$ cat src/rtl/booth_mul_seq.sv
// Iterative radix-4 Booth multiplier: one recoded digit per cycle, signed or unsigned operands.
// Optional early termination when the remaining multiplier digits are all zero: BOOTH_MUL_EARLY_EXIT_EN.
module booth_mul_seq #(
  parameter int WIDTH = 32
) (
  input  logic               clk,
  input  logic               rst_n,
  input  logic               start,
  input  logic               is_signed,
  input  logic [WIDTH-1:0]   a,
  input  logic [WIDTH-1:0]   b,
  output logic               busy,
  output logic               done,
  output logic [2*WIDTH-1:0] z
);

  localparam int N  = WIDTH / 2 + 1;
  localparam int CW = $clog2(N + 1);
  localparam int EW = WIDTH + 2;
  localparam int AW = WIDTH + 3;

  typedef enum logic [1:0] {IDLE = 2'd0, RUN = 2'd1, DONE = 2'd2} state_t;

  state_t             state_r, state_s;
  logic [EW-1:0]      a_r, mult_r, mult_s;
  logic [AW-1:0]      acc_r, acc_s, addend_s, operand_s, sum_s;
  logic               lb_r, lb_s;
  logic [CW-1:0]      cnt_r;
  logic [2:0]         dig_s;
  logic               run_s, last_s, finish_s, accept_s;
  logic [2*WIDTH-1:0] z_s;
`ifdef BOOTH_MUL_EARLY_EXIT_EN
  logic               signed_r;
  logic [EW-1:0]      rem_r, rem_s;
  logic [CW-1:0]      shamt_s;
  logic               exit_s;
`endif

  function automatic logic [EW-1:0] extend(input logic [WIDTH-1:0] v, input logic sgn);
    return {{2{sgn & v[WIDTH-1]}}, v};
  endfunction

  // Recoded digit flags {nonzero, double, negate} from {b[1], b[0], look-back}
  function automatic logic [2:0] booth_digit(input logic [2:0] trip);
    logic [2:0] d;
    case (trip)
      3'b000, 3'b111: d = 3'b000;
      3'b001, 3'b010: d = 3'b100;
      3'b011:         d = 3'b110;
      3'b100:         d = 3'b111;
      3'b101, 3'b110: d = 3'b101;
      default:        d = 3'b000;
    endcase
    return d;
  endfunction

  assign run_s    = (state_r == RUN);
  assign accept_s = start && (state_r != RUN);

  // One Booth iteration: single adder, then arithmetic shift of {acc, mult, look-back} by two
  always_comb begin
    dig_s = booth_digit({mult_r[1:0], lb_r});
    if (!dig_s[2]) begin
      addend_s = {AW{1'b0}};
    end else if (dig_s[1]) begin
      addend_s = {a_r, 1'b0};
    end else begin
      addend_s = {a_r[EW-1], a_r};
    end
    if (dig_s[0]) begin
      operand_s = ~addend_s;
    end else begin
      operand_s = addend_s;
    end
    sum_s  = acc_r + operand_s + {{(AW-1){1'b0}}, dig_s[0]};
    acc_s  = {{2{sum_s[AW-1]}}, sum_s[AW-1:2]};
    mult_s = {sum_s[1:0], mult_r[EW-1:2]};
    lb_s   = mult_r[1];
    last_s = (cnt_r == CW'(N - 1));
`ifdef BOOTH_MUL_EARLY_EXIT_EN
    // rem tracks the untouched multiplier bits; its sign fill mirrors the extended operand
    rem_s   = {{2{rem_r[EW-1]}}, rem_r[EW-1:2]};
    exit_s  = ((rem_s == {EW{1'b0}}) && !lb_s) ||
              (signed_r && (rem_s == {EW{1'b1}}) && lb_s);
    shamt_s = CW'(N - 1) - cnt_r;
    // Skipped iterations would only shift: apply all of them at once
    z_s      = (2*WIDTH)'($signed({acc_s, mult_s}) >>> {shamt_s, 1'b0});
    finish_s = last_s || exit_s;
`else
    z_s      = {acc_s[WIDTH-3:0], mult_s};
    finish_s = last_s;
`endif
  end

  // State register
  always_ff @(posedge clk) begin
    if (!rst_n) begin
      state_r <= IDLE;
    end else begin
      state_r <= state_s;
    end
  end

  // Next-state logic
  always_comb begin
    state_s = state_r;
    case (state_r)
      IDLE: begin
        if (start) state_s = RUN;
        else       state_s = IDLE;
      end
      RUN: begin
        if (finish_s) state_s = DONE;
        else          state_s = RUN;
      end
      DONE: begin
        if (start) state_s = RUN;
        else       state_s = IDLE;
      end
      default: state_s = IDLE;
    endcase
  end

  // Operand capture and iteration datapath
  always_ff @(posedge clk) begin
    if (!rst_n) begin
      a_r      <= {EW{1'b0}};
      mult_r   <= {EW{1'b0}};
      acc_r    <= {AW{1'b0}};
      lb_r     <= 1'b0;
      cnt_r    <= {CW{1'b0}};
`ifdef BOOTH_MUL_EARLY_EXIT_EN
      signed_r <= 1'b0;
      rem_r    <= {EW{1'b0}};
`endif
    end else if (accept_s) begin
      a_r      <= extend(a, is_signed);
      mult_r   <= extend(b, is_signed);
      acc_r    <= {AW{1'b0}};
      lb_r     <= 1'b0;
      cnt_r    <= {CW{1'b0}};
`ifdef BOOTH_MUL_EARLY_EXIT_EN
      signed_r <= is_signed;
      rem_r    <= extend(b, is_signed);
`endif
    end else if (run_s) begin
      acc_r    <= acc_s;
      mult_r   <= mult_s;
      lb_r     <= lb_s;
      cnt_r    <= cnt_r + CW'(1);
`ifdef BOOTH_MUL_EARLY_EXIT_EN
      rem_r    <= rem_s;
`endif
    end
  end

  // Registered status and result
  always_ff @(posedge clk) begin
    if (!rst_n) begin
      busy <= 1'b0;
      done <= 1'b0;
      z    <= {(2*WIDTH){1'b0}};
    end else begin
      busy <= (state_s == RUN);
      done <= run_s && finish_s;
      if (run_s && finish_s) begin
        z <= z_s;
      end
    end
  end

endmodule

$ cat config.mk
export PLATFORM = sky130hd
export DESIGN_NAME = booth_mul_seq
export DESIGN_NICKNAME = d
export VERILOG_FILES = /design/src/rtl/booth_mul_seq.sv
export SDC_FILE = /design/constraint.sdc
export NUM_CORES = 1
export LEC_CHECK = 0
export ABC_AREA = 1
export CAP_MARGIN = 20
export CORE_AREA = 2 2 110 191
export CTS_CLUSTER_SIZE = 12
export DETAILED_ROUTE_END_ITERATION = 10
export DIE_AREA = 0 0 112 193
export PLACE_DENSITY = 0.79
export SETUP_SLACK_MARGIN = 0.1
export SLEW_MARGIN = 20
export SYNTH_ARGS = -nofsm -noshare
export SYNTH_HDL_FRONTEND = slang
export SYNTH_SLANG_ARGS = --single-unit
$ cat constraint.sdc
create_clock -name clk -period 5.55 [get_ports clk]
set_input_delay 0.555 -clock clk [delete_from_list [all_inputs] [get_ports clk]]
set_output_delay 0.555 -clock clk [all_outputs]
set_load 0.02 [all_outputs]
After elaboration in Yosys (flattened, before gate mapping):

Memories as Yosys holds them, arrays and structs flattened.
Index checks and enable logic that the tools add are counted.

* bits of input ports: 68
* memory bits (read-only): 24
* output and inout port bits: 66
* bits in latches: 0
* bits in writable memories: 0
* register bits: 174
* memories kept: 1

* multiplexer cells: 8
* $add $sub $neg: 3
* equality and inequality tests: 5
* bitwise gates (word level): 4
* $mul: 0
* order comparisons: 0
* div/mod/pow operators: 0
* reduce and logical (&&, ||, !) cells: 6
* shift operators: 0

Memory list
* (name not given): depth 8, bits a word 3, rd ports 1, clocked after memory_dff 0, wr ports 0, RTL line 46 `case (trip)`

Operator list (count)
* $mux 35: 2
* $mux 34: 2
* $add 35x1->35: 1
* $add 35x35->35: 1
* $not 35->35: 1
* $mux 33: 1
* $add 5x1->5 const B: 1
* $eq 5x5->1 const B: 1
* $eq 2x1->1 const B: 2
* $pmux 2 s2: 1
* $reduce_or 2->1: 2
* $and 1x1->1: 2
* $eq 2x2->1 const B: 1
* $logic_and 1x1->1: 2
* $logic_not 2->1: 1
* $mux 2: 1
* $ne 2x1->1 const B: 1
* $reduce_bool 2->1: 1
* $mux 1: 1
* $not 1->1: 1

Logic depth before layout (Yosys ltp):

An unclocked memory read counts as a cell.

* depth in word-level cells: 9
* mapped depth: 24
* gate-level depth less buffers: 22

Least setup slack after synthesis:

No wires, ideal clock.

* kind: reg-to-reg
* from: register mult_r[1]
* to: register z[56]
* required time: 5.441 ns
* arrival time: 2.728 ns
* period minus slack after synthesis: 2.837 ns
* library setup time: 0.109 ns
* cell stages (with the launch flop): 25
* buffers on the path: 2
* path slack: 2.713 ns
* cells stage by stage: dfxtp_1 inv_2 a21oi_2 buf_4 inv_4 nand2_2 buf_4 o21ai_0 a21oi_1 xor2_1 fa_1 nand3_1 nand2_1 nand2_1 nand2_2 nand2_2 nand2_2 nand2_1 nand2_2 a21oi_1 inv_1 nand2_1 nand3_1 nand2_1 inv_1

* word-level cells in the longest chain between the ends: 7

Ends and longest elaborated chain
* start, declared: RTL line 25 `logic [EW-1:0] a_r, mult_r, mult_s;`
* start signal, assigned: RTL line 128 `mult_r <= {EW{1'b0}};`
* start signal, assigned: RTL line 138 `mult_r <= extend(b, is_signed);`
* start signal, assigned: RTL line 148 `mult_r <= mult_s;`
* $mem_v2 8x3 (*)
* $mux 33: RTL line 65 `end else if (dig_s[1]) begin`
* $mux 35: RTL line 63 `if (!dig_s[2]) begin`
* $not 35->35: RTL line 71 `operand_s = ~addend_s;`
* $mux 35: RTL line 70 `if (dig_s[0]) begin`
* $add 35x35->35: RTL line 75 `sum_s = acc_r + operand_s + {{(AW-1){1'b0}}, dig_s[0]};`
* $add 35x1->35 (*): RTL line 75
* end signal, assigned: RTL line 162 `z <= {(2*WIDTH){1'b0}};`
* end signal, assigned: RTL line 167 `z <= z_s;`
* end, declared: RTL line 14 `output logic [2*WIDTH-1:0] z`

Mark *: on every way between the ends. The rest lies on a longest branch, timed or not.
A chain may end at the register's enable or synchronous reset.

Final worst setup path:

* from: register lb_r
* to: register acc_r[31]

* word-level cells in the longest chain between the ends: 7

Ends and longest elaborated chain
* start, declared: RTL line 27 `logic lb_r, lb_s;`
* start signal, assigned: RTL line 149 `lb_r <= lb_s;`
* $mem_v2 8x3 (*)
* $mux 33: RTL line 65
* $mux 35: RTL line 63
* $not 35->35: RTL line 71
* $mux 35: RTL line 70
* $add 35x35->35: RTL line 75
* $add 35x1->35 (*): RTL line 75
* end signal, assigned: RTL line 129 `acc_r <= {AW{1'b0}};`
* end signal, assigned: RTL line 139 `acc_r <= {AW{1'b0}};`
* end signal, assigned: RTL line 147 `acc_r <= acc_s;`
* end, declared: RTL line 26 `logic [AW-1:0] acc_r, acc_s, addend_s, operand_s, sum_s;`

Marked as above.

==> flow_summary.ini <==
[power]
seqPwrFrac = 0.419
p_leak_nw = 5.26
pwr-share-clk = 0.403
power_density_mw_per_mm2 = 270
ir_drop_mv = 0.244
p_int_mw = 2.22
p_switching_uw = 934
p_comb_frac = 0.177
switching_share = 0.296

[clocking]
cts_buffers = 17
cts_setup_buffers = 0
cts.path.max_buffers = 2
cts-resized-gates = 0
cts_tree = built
holdBufCountCts = 0
clock_latency_ns = 0.45
path_clk_slew_ns = 0.07
clock_sinks = 173
root_buffer = clkbuf_16
htree_levels = 4

[setup_path]
cp-end-kind = flop
arrival_ns = 4.38
worst-path-max-fanout = 32
crit_family = simple AND/OR/NAND/NOR gates
path_class = reg2reg
worst_ep_required_time_ns = 5.90
critPathBufInv = 4
critPathMaxStageDelay_ns = 0.52
crit_slowest_cell = nor3_1
crit_path_cell_trace = a21oi_2 -> buf_4 -> inv_4 -> nand2_2 -> o211ai_1 -> xor2_1 -> ha_1 -> nand2_1 -> nor2_1 -> inv_1 -> nor3_1 -> nand4_1 -> nand4_1 -> nand3_1 -> nand2_1 -> inv_1
crit_path_start_kind = flop

[sta]
fin_setup_tns_ns = 0
min_period_ns = 4.03
rsz0062_at_grt = no
finalHoldViolCount = 0
setup_viol = 0
max_freq_mhz = 248
worstMarginPinSlew_ns = 0.988
skew_ns = 0.0110
report.final.slew_viol_count = 0
fin_crit_sh = 0.726
slew-limit-headroom = 0.340

[global_routing]
grt_max_degree = 86
grt_use_total = 0.279
globalRouteOverflowTotal = 0
grt_pass1_wl_um = 46500
antenna_found_initial = 0
grt_pass1_vias = 9020

[cells_and_area]
stdcell_count = 1744
final_layout_size_suffix_gt1_frac = 0.0555
final_cell_area_mm2 = 0.0117
nets = 1587
n_antenna_cell = 0
final_core_util = 0.579
areaGrowthSynthToFinish_pct = 20.8
num-fill-cells = 1937

[job]
cap_violations = 0

[floorplan]
io_pins = 134
start_util = 0.479
die_area_mm2 = 0.0216
die_w_um = 112
die_h_um = 193
core_mm2 = 0.0202
rows = 69

[detailed_routing]
drtIter0Drc = 488
remaining_drc_errors = 0
wire_per_inst_um = 17.4
wl_um = 30400
vias = 9464
dr.pass1.iters = 8
postRouteAntennaNets = 0
drt-vias-per-instance = 5.43

[placement]
dpl-instance-area_mm2 = 0.0111
portBuffers = 133
dpl.cell_count = 1712
place_congestion = 0.978
hpwlAfterDp_um = 23000

[synthesis]
syn_area_per_cell_um2 = 6.98
synth_top_flop_cell = dfxtp_1
syn-num-nets = 1492
synth_edf_count = 0
synth.most_common_cell = nand2_1
ys_seq_area_frac = 0.358
ys_warn_count = 0
synth_cells = 1388
syn-cell-area_mm2 = 0.00969
synthArstFlopShare = 0
synth_common_cells = nand2_1 (249), inv_1 (215), dfxtp_1 (173)
synth.top_cell.area_share = 0.358
synth_area_leaders = dfxtp_1 (36%), nand2_1 (9.6%), inv_1 (8.3%)
synth_area_leader_cell = dfxtp_1
synth_cell_types = 47
ys_seq_elements = 173

[min_path]
min_path_type = reg2reg

[status]
status = finished clean
-- routing by layer --
metal  up-vias  share of wire  track usage
li1       4728              -            -
met1      4384           0.35        0.274
met2       262           0.54        0.527
met3        90          0.039       0.0516
met4         0          0.070        0.190
met5         -              0            0
-- power by group through the flow --
stage / clock, mW / sequential, mW / combinational (mW)
3_3_place_gp: 0 / 1.35 / 0.549
2_1_floorplan: 0 / 1.34 / 0.381
4_1_cts: 1.29 / 1.32 / 0.559
3_5_place_dp: 0 / 1.35 / 0.554
6_report: 1.27 / 1.32 / 0.560
5_1_grt: 1.33 / 1.33 / 0.618
-- area by class of cell --
type	instances	area, um2	area share
inverters	227	855	0.0730
flip-flops and latches	173	3460	0.296
well taps	248	310	0.0265
clock inverters	12	159	0.0136
repair buffers	140	1380	0.118
clock buffers	20	457	0.0390
multi-input cells	924	5080	0.434
-- flip-flops by register name, indices dropped and copies added, names as in the netlist --
register / cells
busy: 1
mult_r: 34
state_r: 2
cnt_r: 5
z: 64
lb_r: 1
a_r: 33
acc_r: 33
-- layout by cell type, fill, tap and decap left out, types with 3 or more instances in the layout --
cell and count:
nor3_1 14, nand2_2 14, o221ai_1 33, nor2_1 120, o211ai_1 33, dfxtp_1 173
nand2_1 249, nor2_4 3, o21a_1 17, o21ai_0 97, ha_1 35, inv_2 10
o21bai_1 12, or2_1 4, clkinv_2 3, clkdlybuf4s50_1 132, inv_6 3, clkbuf_16 17
bufinv_16 3, o21ai_1 18, buf_4 8, nand4_1 9, inv_1 214, nand3_1 106
xor2_1 44, nand2_4 5, a21o_1 5, a21oi_1 83
-- worst paths after layout --
kind / startpoint / to / slack [ns] / depth (start not counted)
setup / recovery: lb_r$_SDFFE_PP0P_ / acc_r[31]$_SDFFE_PP0P_ / 1.52 / 16
hold / removal: z[34]$_SDFFE_PN0P_ / z[34]$_SDFFE_PN0P_ / 0.47 / 2
setup reg to reg: lb_r$_SDFFE_PP0P_ / acc_r[31]$_SDFFE_PP0P_ / 1.52 / 16
hold reg to reg: z[34]$_SDFFE_PN0P_ / z[34]$_SDFFE_PN0P_ / 0.47 / 2
-- metrics by stage --
stage / setup WS [ns] / power [mW] / hold slack (ns)
finish: 1.52 / 3.16 / 0.472
global route: 1.29 / 3.28 / 0.494
CTS: 1.61 / 3.17 / 0.472
detailed placement: 1.64 / 1.91 / 0.459
global placement: 1.64 / 1.90 / 0.453
floorplan: 2.71 / 1.72 / 0.444
-- worst reg2reg max path, cell delays in order, from the launching register on --
cell      delay [ns]
dfxtp_1         0.41
a21oi_2         0.07
buf_4           0.20
inv_4           0.30
nand2_2         0.43
o211ai_1        0.29
xor2_1          0.36
ha_1            0.25
nand2_1         0.18
nor2_1          0.26
inv_1           0.09
nor3_1          0.52
nand4_1         0.21
nand4_1         0.15
nand3_1         0.08
nand2_1         0.08
inv_1           0.04
-- kinds of logic (layout without fill, tap and decap cells) --
logic type               count (synthesis)  after routing  share of synthesized area
AO/OA/AOI/OAI                          308            308                      0.193
AND/OR/NAND/NOR                        534            534                      0.242
XOR/XNOR                                46             46                     0.0416
adder cells (fa/ha/maj)                 36             36                     0.0473
flip-flops                             173            173                      0.358
buffers and inverters                  291            399                      0.119
Note: power is estimated with default switching activity, not from simulation.
